--- src/rtl/alu_seq_pkg.sv ---
// Shared opcodes, FSM encoding and flag indices for alu_seq.
// Imported by the interface, the multiplier and the top level.
package alu_seq_pkg;

  localparam logic [3:0] OP_PASSA = 4'b0000;
  localparam logic [3:0] OP_INC   = 4'b0001;
  localparam logic [3:0] OP_ADD   = 4'b0010;
  localparam logic [3:0] OP_ADC   = 4'b0011;
  localparam logic [3:0] OP_SUB   = 4'b0100;
  localparam logic [3:0] OP_DEC   = 4'b0101;
  localparam logic [3:0] OP_PASSB = 4'b0110;
  localparam logic [3:0] OP_MUL   = 4'b0111;
  localparam logic [3:0] OP_AND   = 4'b1000;
  localparam logic [3:0] OP_OR    = 4'b1001;
  localparam logic [3:0] OP_XOR   = 4'b1010;
  localparam logic [3:0] OP_NOT   = 4'b1011;
  localparam logic [3:0] OP_SHL   = 4'b1100;
  localparam logic [3:0] OP_SHR   = 4'b1101;
  localparam logic [3:0] OP_ROL   = 4'b1110;
  localparam logic [3:0] OP_ROR   = 4'b1111;

  localparam int FLAG_Z = 3;
  localparam int FLAG_N = 2;
  localparam int FLAG_C = 1;
  localparam int FLAG_V = 0;

  typedef enum logic {
    ST_IDLE = 1'b0,
    ST_MUL  = 1'b1
  } alu_state_t;

endpackage

--- src/rtl/alu_seq_if.sv ---
// Request/result bundle between the register file side and alu_seq.
// master drives requests; slave (the ALU) returns registered results.
interface alu_seq_if #(
  parameter int WIDTH = 8
);
  logic             alu_start;
  logic [3:0]       alu_sel;
  logic [WIDTH-1:0] alu_a;
  logic [WIDTH-1:0] alu_b;
  logic             alu_c_in;
  logic [WIDTH-1:0] alu_y;
  logic [WIDTH-1:0] alu_y_hi;
  logic [3:0]       alu_flags;
  logic             alu_busy;
  logic             alu_done;

  modport master (
    output alu_start, alu_sel, alu_a, alu_b, alu_c_in,
    input  alu_y, alu_y_hi, alu_flags, alu_busy, alu_done
  );

  modport slave (
    input  alu_start, alu_sel, alu_a, alu_b, alu_c_in,
    output alu_y, alu_y_hi, alu_flags, alu_busy, alu_done
  );
endinterface

--- src/rtl/alu_mul_seq.sv ---
// Serial shift-add multiplier, one partial product per step_en cycle.
// product shows the value after this cycle's step so the caller can register it on last.
module alu_mul_seq #(
  parameter int WIDTH = 8
) (
  input  logic               clk,
  input  logic               load,
  input  logic [WIDTH-1:0]   a,
  input  logic [WIDTH-1:0]   b,
  input  logic               step_en,
  output logic [2*WIDTH-1:0] product,
  output logic               last
);
  localparam int CW = $clog2(WIDTH + 1);

  logic [WIDTH-1:0]   r_a;
  logic [2*WIDTH-1:0] r_p;
  logic [CW-1:0]      r_cnt;
  logic [WIDTH:0]     w_sum;
  logic [2*WIDTH-1:0] w_step;

  // upper half accumulates, lower half holds the unconsumed multiplier bits
  assign w_sum  = {1'b0, r_p[2*WIDTH-1:WIDTH]}
                + (r_p[0] ? {1'b0, r_a} : '0);
  assign w_step = {w_sum, r_p[WIDTH-1:1]};

  assign product = w_step;
  assign last    = step_en && (r_cnt == CW'(WIDTH - 1));

  always_ff @(posedge clk) begin
    if (load) begin
      r_a   <= a;
      r_p   <= {{WIDTH{1'b0}}, b};
      r_cnt <= '0;
    end else if (step_en) begin
      r_p   <= w_step;
      r_cnt <= r_cnt + 1'b1;
    end
  end
endmodule

--- src/rtl/alu_seq.sv ---
// Registered ALU with start/busy/done handshake and serial multiply.
// Single-cycle ops finish in one clock; MUL takes WIDTH steps.
module alu_seq
  import alu_seq_pkg::*;
#(
  parameter int WIDTH = 8
) (
  input  logic     alu_clk,
  input  logic     alu_rst,
  alu_seq_if.slave bus
);
  localparam int M = WIDTH - 1;

  alu_state_t r_state, w_state_nxt;

  logic [WIDTH-1:0]   r_y, r_y_hi;
  logic [3:0]         r_flags;
  logic               r_done;

  logic [WIDTH-1:0]   w_a, w_b;
  logic [WIDTH-1:0]   w_res;
  logic [WIDTH:0]     w_ext;
  logic               w_c, w_v;
  logic               w_load, w_step, w_upd, w_last;
  logic [2*WIDTH-1:0] w_prod;
  logic [WIDTH-1:0]   w_y_nxt, w_yhi_nxt;
  logic [3:0]         w_flags_nxt;

  assign w_a = bus.alu_a;
  assign w_b = bus.alu_b;

  alu_mul_seq #(.WIDTH(WIDTH)) u_mul (
    .clk     (alu_clk),
    .load    (w_load),
    .a       (w_a),
    .b       (w_b),
    .step_en (w_step),
    .product (w_prod),
    .last    (w_last)
  );

  always_comb begin
    w_res = '0;
    w_ext = '0;
    w_c   = 1'b0;
    w_v   = 1'b0;
    unique case (bus.alu_sel)
      OP_PASSA: w_res = w_a;
      OP_INC: begin
        w_ext = {1'b0, w_a} + (WIDTH+1)'(1);
        w_res = w_ext[M:0];
        w_c   = w_ext[WIDTH];
        w_v   = ~w_a[M] & w_res[M];
      end
      OP_ADD, OP_ADC: begin
        w_ext = {1'b0, w_a} + {1'b0, w_b}
              + (WIDTH+1)'(bus.alu_sel == OP_ADC && bus.alu_c_in);
        w_res = w_ext[M:0];
        w_c   = w_ext[WIDTH];
        w_v   = (w_a[M] == w_b[M]) && (w_res[M] != w_a[M]);
      end
      OP_SUB: begin
        w_ext = {1'b0, w_a} - {1'b0, w_b};
        w_res = w_ext[M:0];
        w_c   = w_ext[WIDTH];
        w_v   = (w_a[M] != w_b[M]) && (w_res[M] != w_a[M]);
      end
      OP_DEC: begin
        w_ext = {1'b0, w_a} - (WIDTH+1)'(1);
        w_res = w_ext[M:0];
        w_c   = w_ext[WIDTH];
        w_v   = w_a[M] & ~w_res[M];
      end
      OP_PASSB: w_res = w_b;
      OP_MUL:   w_res = '0;
      OP_AND:   w_res = w_a & w_b;
      OP_OR:    w_res = w_a | w_b;
      OP_XOR:   w_res = w_a ^ w_b;
      OP_NOT:   w_res = ~w_a;
      OP_SHL: begin
        w_res = {w_a[M-1:0], 1'b0};
        w_c   = w_a[M];
      end
      OP_SHR: begin
        w_res = {1'b0, w_a[M:1]};
        w_c   = w_a[0];
      end
      OP_ROL: begin
        w_res = {w_a[M-1:0], w_a[M]};
        w_c   = w_a[M];
      end
      OP_ROR: begin
        w_res = {w_a[0], w_a[M:1]};
        w_c   = w_a[0];
      end
    endcase
  end

  always_comb begin
    w_state_nxt = r_state;
    w_load      = 1'b0;
    w_step      = 1'b0;
    w_upd       = 1'b0;
    w_y_nxt     = '0;
    w_yhi_nxt   = '0;
    w_flags_nxt = '0;
    unique case (r_state)
      ST_IDLE: begin
        if (bus.alu_start && bus.alu_sel == OP_MUL) begin
          w_load      = 1'b1;
          w_state_nxt = ST_MUL;
        end else if (bus.alu_start) begin
          w_upd               = 1'b1;
          w_y_nxt             = w_res;
          w_flags_nxt[FLAG_Z] = (w_res == '0);
          w_flags_nxt[FLAG_N] = w_res[M];
          w_flags_nxt[FLAG_C] = w_c;
          w_flags_nxt[FLAG_V] = w_v;
        end
      end
      ST_MUL: begin
        w_step = 1'b1;
        if (w_last) begin
          w_upd               = 1'b1;
          w_state_nxt         = ST_IDLE;
          w_y_nxt             = w_prod[M:0];
          w_yhi_nxt           = w_prod[2*WIDTH-1:WIDTH];
          w_flags_nxt[FLAG_Z] = (w_prod == '0);
          w_flags_nxt[FLAG_N] = w_prod[2*WIDTH-1];
          w_flags_nxt[FLAG_C] = (w_prod[2*WIDTH-1:WIDTH] != '0);
        end
      end
    endcase
  end

  always_ff @(posedge alu_clk) begin
    if (alu_rst) begin
      r_state <= ST_IDLE;
      r_done  <= 1'b0;
      r_y     <= '0;
      r_y_hi  <= '0;
      r_flags <= '0;
    end else begin
      r_state <= w_state_nxt;
      r_done  <= w_upd;
      if (w_upd) begin
        r_y     <= w_y_nxt;
        r_y_hi  <= w_yhi_nxt;
        r_flags <= w_flags_nxt;
      end
    end
  end

  assign bus.alu_y     = r_y;
  assign bus.alu_y_hi  = r_y_hi;
  assign bus.alu_flags = r_flags;
  assign bus.alu_done  = r_done;
  assign bus.alu_busy  = (r_state == ST_MUL);
endmodule

--- src/flat_wrapper.sv ---
// flat-port wrapper written by rule: the top's interface ports become plain ports
module alu_seq_flat import alu_seq_pkg::*;
#(
  parameter int WIDTH = 8
)
  (alu_clk, alu_rst, bus_alu_start, bus_alu_sel, bus_alu_a, bus_alu_b, bus_alu_c_in, bus_alu_y, bus_alu_y_hi, bus_alu_flags, bus_alu_busy, bus_alu_done);
  alu_seq_if #(.WIDTH(WIDTH)) bus_i ();
  input  logic alu_clk;
  input  logic alu_rst;
  input wire logic [$bits(bus_i.alu_start)-1:0] bus_alu_start;
  input wire logic [$bits(bus_i.alu_sel)-1:0] bus_alu_sel;
  input wire logic [$bits(bus_i.alu_a)-1:0] bus_alu_a;
  input wire logic [$bits(bus_i.alu_b)-1:0] bus_alu_b;
  input wire logic [$bits(bus_i.alu_c_in)-1:0] bus_alu_c_in;
  output wire logic [$bits(bus_i.alu_y)-1:0] bus_alu_y;
  output wire logic [$bits(bus_i.alu_y_hi)-1:0] bus_alu_y_hi;
  output wire logic [$bits(bus_i.alu_flags)-1:0] bus_alu_flags;
  output wire logic [$bits(bus_i.alu_busy)-1:0] bus_alu_busy;
  output wire logic [$bits(bus_i.alu_done)-1:0] bus_alu_done;
  assign bus_i.alu_start = bus_alu_start;
  assign bus_i.alu_sel = bus_alu_sel;
  assign bus_i.alu_a = bus_alu_a;
  assign bus_i.alu_b = bus_alu_b;
  assign bus_i.alu_c_in = bus_alu_c_in;
  assign bus_alu_y = bus_i.alu_y;
  assign bus_alu_y_hi = bus_i.alu_y_hi;
  assign bus_alu_flags = bus_i.alu_flags;
  assign bus_alu_busy = bus_i.alu_busy;
  assign bus_alu_done = bus_i.alu_done;
  alu_seq #(.WIDTH(WIDTH)) u_core (.alu_clk(alu_clk), .alu_rst(alu_rst), .bus(bus_i));
endmodule
--- config.mk ---
export PLATFORM = sky130hd
export DESIGN_NAME = alu_seq_flat
export DESIGN_NICKNAME = d
export VERILOG_FILES = /design/src/rtl/alu_seq_pkg.sv /design/src/rtl/alu_seq_if.sv /design/src/rtl/alu_mul_seq.sv /design/src/rtl/alu_seq.sv /design/src/flat_wrapper.sv
export SDC_FILE = /design/constraint.sdc
export NUM_CORES = 1
export LEC_CHECK = 0
export CAP_MARGIN = 20
export CORE_MARGIN = 3
export CORE_UTILIZATION = 50
export DETAILED_ROUTE_END_ITERATION = 10
export GPL_TIMING_DRIVEN = 0
export PLACE_DENSITY = 0.68
export RECOVER_POWER = 50
export SLEW_MARGIN = 0
export SYNTH_ARGS = -nofsm -noshare
export SYNTH_HDL_FRONTEND = slang
export SYNTH_SLANG_ARGS = --single-unit
--- constraint.sdc ---
create_clock -name alu_clk -period 8.8 [get_ports alu_clk]
set_input_delay 1.76 -clock alu_clk [delete_from_list [all_inputs] [get_ports alu_clk]]
set_output_delay 1.76 -clock alu_clk [all_outputs]
set_load 0.02 [all_outputs]
==> impl_results.md <==
* Starting DRT DRC Count at 411
* Synth Register Bits at 50
* Detailed Place HPWL at 11.14 mm
* Storage element area at 0.001161 sq mm
* Syn Inst Count at 529
* Post_cts resized at 0
* Core area at 0.008258 sq mm
* Flop-to-flop setup slack at 6020 ps
* Clk slew on worst S/H paths at 90 ps
* EDFF count, synth at 16
* Synth top cells by count: 54 x nand2_1, 41 x a21oi_1, 37 x ha_1
* Starting Density at 0.5162
* Layout cells sized above 1 at 0.06368
* Critical path origin: bus_alu_sel[1]
* Die H at 98.34 um
* Row Count at 33
* Synth area leader: dfxtp_1
* DR vias at 4,425
* Worst flop-to-flop path startpoint: u_core.u_mul.r_p[0]$_DFFE_PP_
* Mapped cell area at 0.004263 sq mm
* Gpl congestion at 1.024
* Req. time, crit path at 9050 ps
* Seq/Total Area, Yosys at 0.2724
* Area occupied by multi-input gates at 0.002869 sq mm
* Outcome: finished, final reports clean
* Final min period at 5335 ps
* Vias in the first global route at 3,997
* Worst Skew at 5.449 ps
* Unrepaired setup endpoints after global routing: false
* Worst Tran Pin Value at 970.1 ps
* CP Data Arrival Time at 5590 ps
* Drt pass-1 iters at 5
* Fillers at 783
* Ys async rst share at 0
* Die ar. at 0.009670 sq mm
* Synth-to-layout area growth at 15.73%
* Setup CP Type: input pin to flop
* Final setup vio count at 0
* Critical Path Fanout Max at 10
* Pwr Density at 131.8 mW/mm^2
* Worst skew pair latency at 310 ps
* Slack of the critical path at 3465 ps
* Drt wl/cell at 20.38 um
* Cells on worst reg2reg path at 11
* HP Class: flop to flop
* Fmax at 187.4 MHz
* Total I/O pin count at 46
* YS warnings at 0
* Root Buffer: clkbuf_8
* Final Max Tran Viols at 0
* DRC viols at 0
* MaxCap Viol Count at 0
* Reg2reg end: u_core.bus.alu_flags[3]$_SDFFE_PP0P_
* Total GRT Usage at 0.2882
* Post-DR vias/cell at 6.450
* Post-CTS Hold Fix Bufs at 0
* Total global routing overflow at 0
* Net count after synthesis at 594
* Hold EP: u_core.bus.alu_y_hi[7]$_SDFFE_PP0P_
* Ys flop type: dfxtp_1
* Post-Syn Area per Cell at 8.058 sq um
* Largest net degree at the start of global routing at 18
* Num CTS Buffers at 5
* Post-CTS setup buffer count at 0
* H-tree depth at 2
* Startpoint Class: input pin
* Hold Startpoint: u_core.bus.alu_y_hi[7]$_SDFFE_PP0P_
* Clock tree from TritonCTS: done
* Final Cycle Share at 0.6063
* Initial antenna violation count at 0
* TNS Setup at 0 ps
* Number of port buffers at 44
* Nets at 645
* Max-Slew Margin vs Limit at 0.3533
* Synth top area share at 0.1597
* Crit end category: flop
* Peak supply drop at 93.33 uV
* LEAKAGE at 1.991 nW
* Antenna-violating nets left at 0
* Most frequent cell after synthesis: nand2_1
* Global-route wire length before repair at 22.22 mm
* Hold Path Stages at 2
* Final wirelength at 13.98 mm
* TritonCTS Sinks at 50
* Hold Fails Final Rpt at 0
* Setup WS pre-CTS at 3285 ps
* Unique masters post-synth at 65
* Area contributors post-synth: dfxtp_1 16%, edfxtp_1 11%, ha_1 11%
* Antenna Cells at 0
* Die W at 98.34 um
* Bufs on Longest Clock Path at 2
==> layout make-up <==
class,count,share of cell area
inverter,28,0.02130
buffer,28,0.02536
clock buffer,8,0.02054
multi-input combinational,423,0.5815
sequential,50,0.2354
timing repair buffer,44,0.08927
tap,105,0.02663
==> state kept, by name (all words and copies together), names as in the netlist <==
register / flops
u_core.bus.alu_y_hi: 8
u_core.u_mul.r_cnt: 4
u_core.bus.alu_busy: 1
u_core.bus.alu_y: 8
u_core.u_mul.r_p: 16
u_core.bus.alu_done: 1
u_core.bus.alu_flags: 4
u_core.u_mul.r_a: 8
==> power breakdown <==
part | leakage (nW) | switching (W) | total [W] | internal, W
logic | 1.52 | 0.000136 | 0.000227 | 0.0000911
registers | 0.423 | 0.0000154 | 0.000275 | 0.000259
clock network | 0.0506 | 0.0000745 | 0.000148 | 0.0000737
total | 1.99 | 0.000226 | 0.000650 | 0.000424
==> worst max-delay path: stages <==
cell and delay [ps]:
clkdlybuf4s50_1 540, buf_2 250, buf_2 270, buf_2 260, nand4_1 180, fa_1 450, inv_1 90, fa_1 400
nand2_1 60, o21ai_0 80, a22oi_1 150, a31oi_1 180, or4_1 480, nor4_1 220, a41o_1 200
==> cells by family (layout without fill, tap and decap cells) <==
family,after synthesis,after routing,share of synthesized area
buffers and inverters,56,108,0.05401
and+or+nand+nor,188,188,0.2198
AOI/OAI and AO/OA,165,165,0.2598
adders and majority gates,41,41,0.1274
muxes,15,15,0.03786
DFF,50,50,0.2724
xor gates and xnor gates,14,14,0.02876
==> metal layers <==
metal | share of wire | GRT usage | routed length [um] | vias up
met5 | 0 | 0 | 0 | -
met4 | 0.025 | 0.07983 | 351 | 0
met3 | 0.089 | 0.06214 | 1245 | 29
met2 | 0.43 | 0.4124 | 6013 | 221
met1 | 0.46 | 0.4355 | 6368 | 2102
li1 | - | - | - | 2073
==> worst max-delay path by stage <==
stage,end,slack [ps],cells past startpoint
after floorplan,u_core.bus.alu_flags[3]$_SDFFE_PP0P_,4180,14
after global placement,u_core.bus.alu_flags[3]$_SDFFE_PP0P_,3230,15
after detailed placement,u_core.bus.alu_flags[3]$_SDFFE_PP0P_,3280,15
after CTS,u_core.bus.alu_flags[3]$_SDFFE_PP0P_,3570,15
after global routing,u_core.bus.alu_flags[3]$_SDFFE_PP0P_,3330,15
final,u_core.bus.alu_flags[3]$_SDFFE_PP0P_,3470,15
==> cell usage in the layout (no fill, tap or decap), types with 16 or more instances in the layout <==
cell | Yosys | routed
dfxtp_1 | 34 | 34
a21oi_1 | 41 | 41
edfxtp_1 | 16 | 16
o21ai_0 | 28 | 28
nand2_1 | 54 | 54
dlygate4sd3_1 | 0 | 31
nor2_1 | 35 | 35
nand3_1 | 16 | 16
inv_1 | 26 | 26
nor3_1 | 20 | 20
ha_1 | 37 | 37
==> per-stage QoR <==
stage	std cells	utilization	hold WS, ps	total power [W]	instance area [sq um]
2_1_floorplan	529	-	429.1	0.0004270	4263
3_3_place_gp	678	0.5855	442.2	0.0004999	4835
3_5_place_dp	678	0.5855	451.3	0.0005045	4835
4_1_cts	686	0.5977	463.4	0.0006493	4936
5_1_grt	686	0.5974	486.4	0.0006864	4933
6_report	686	0.5974	455.1	0.0006502	4933
Note: power is estimated with default switching activity, not from simulation.
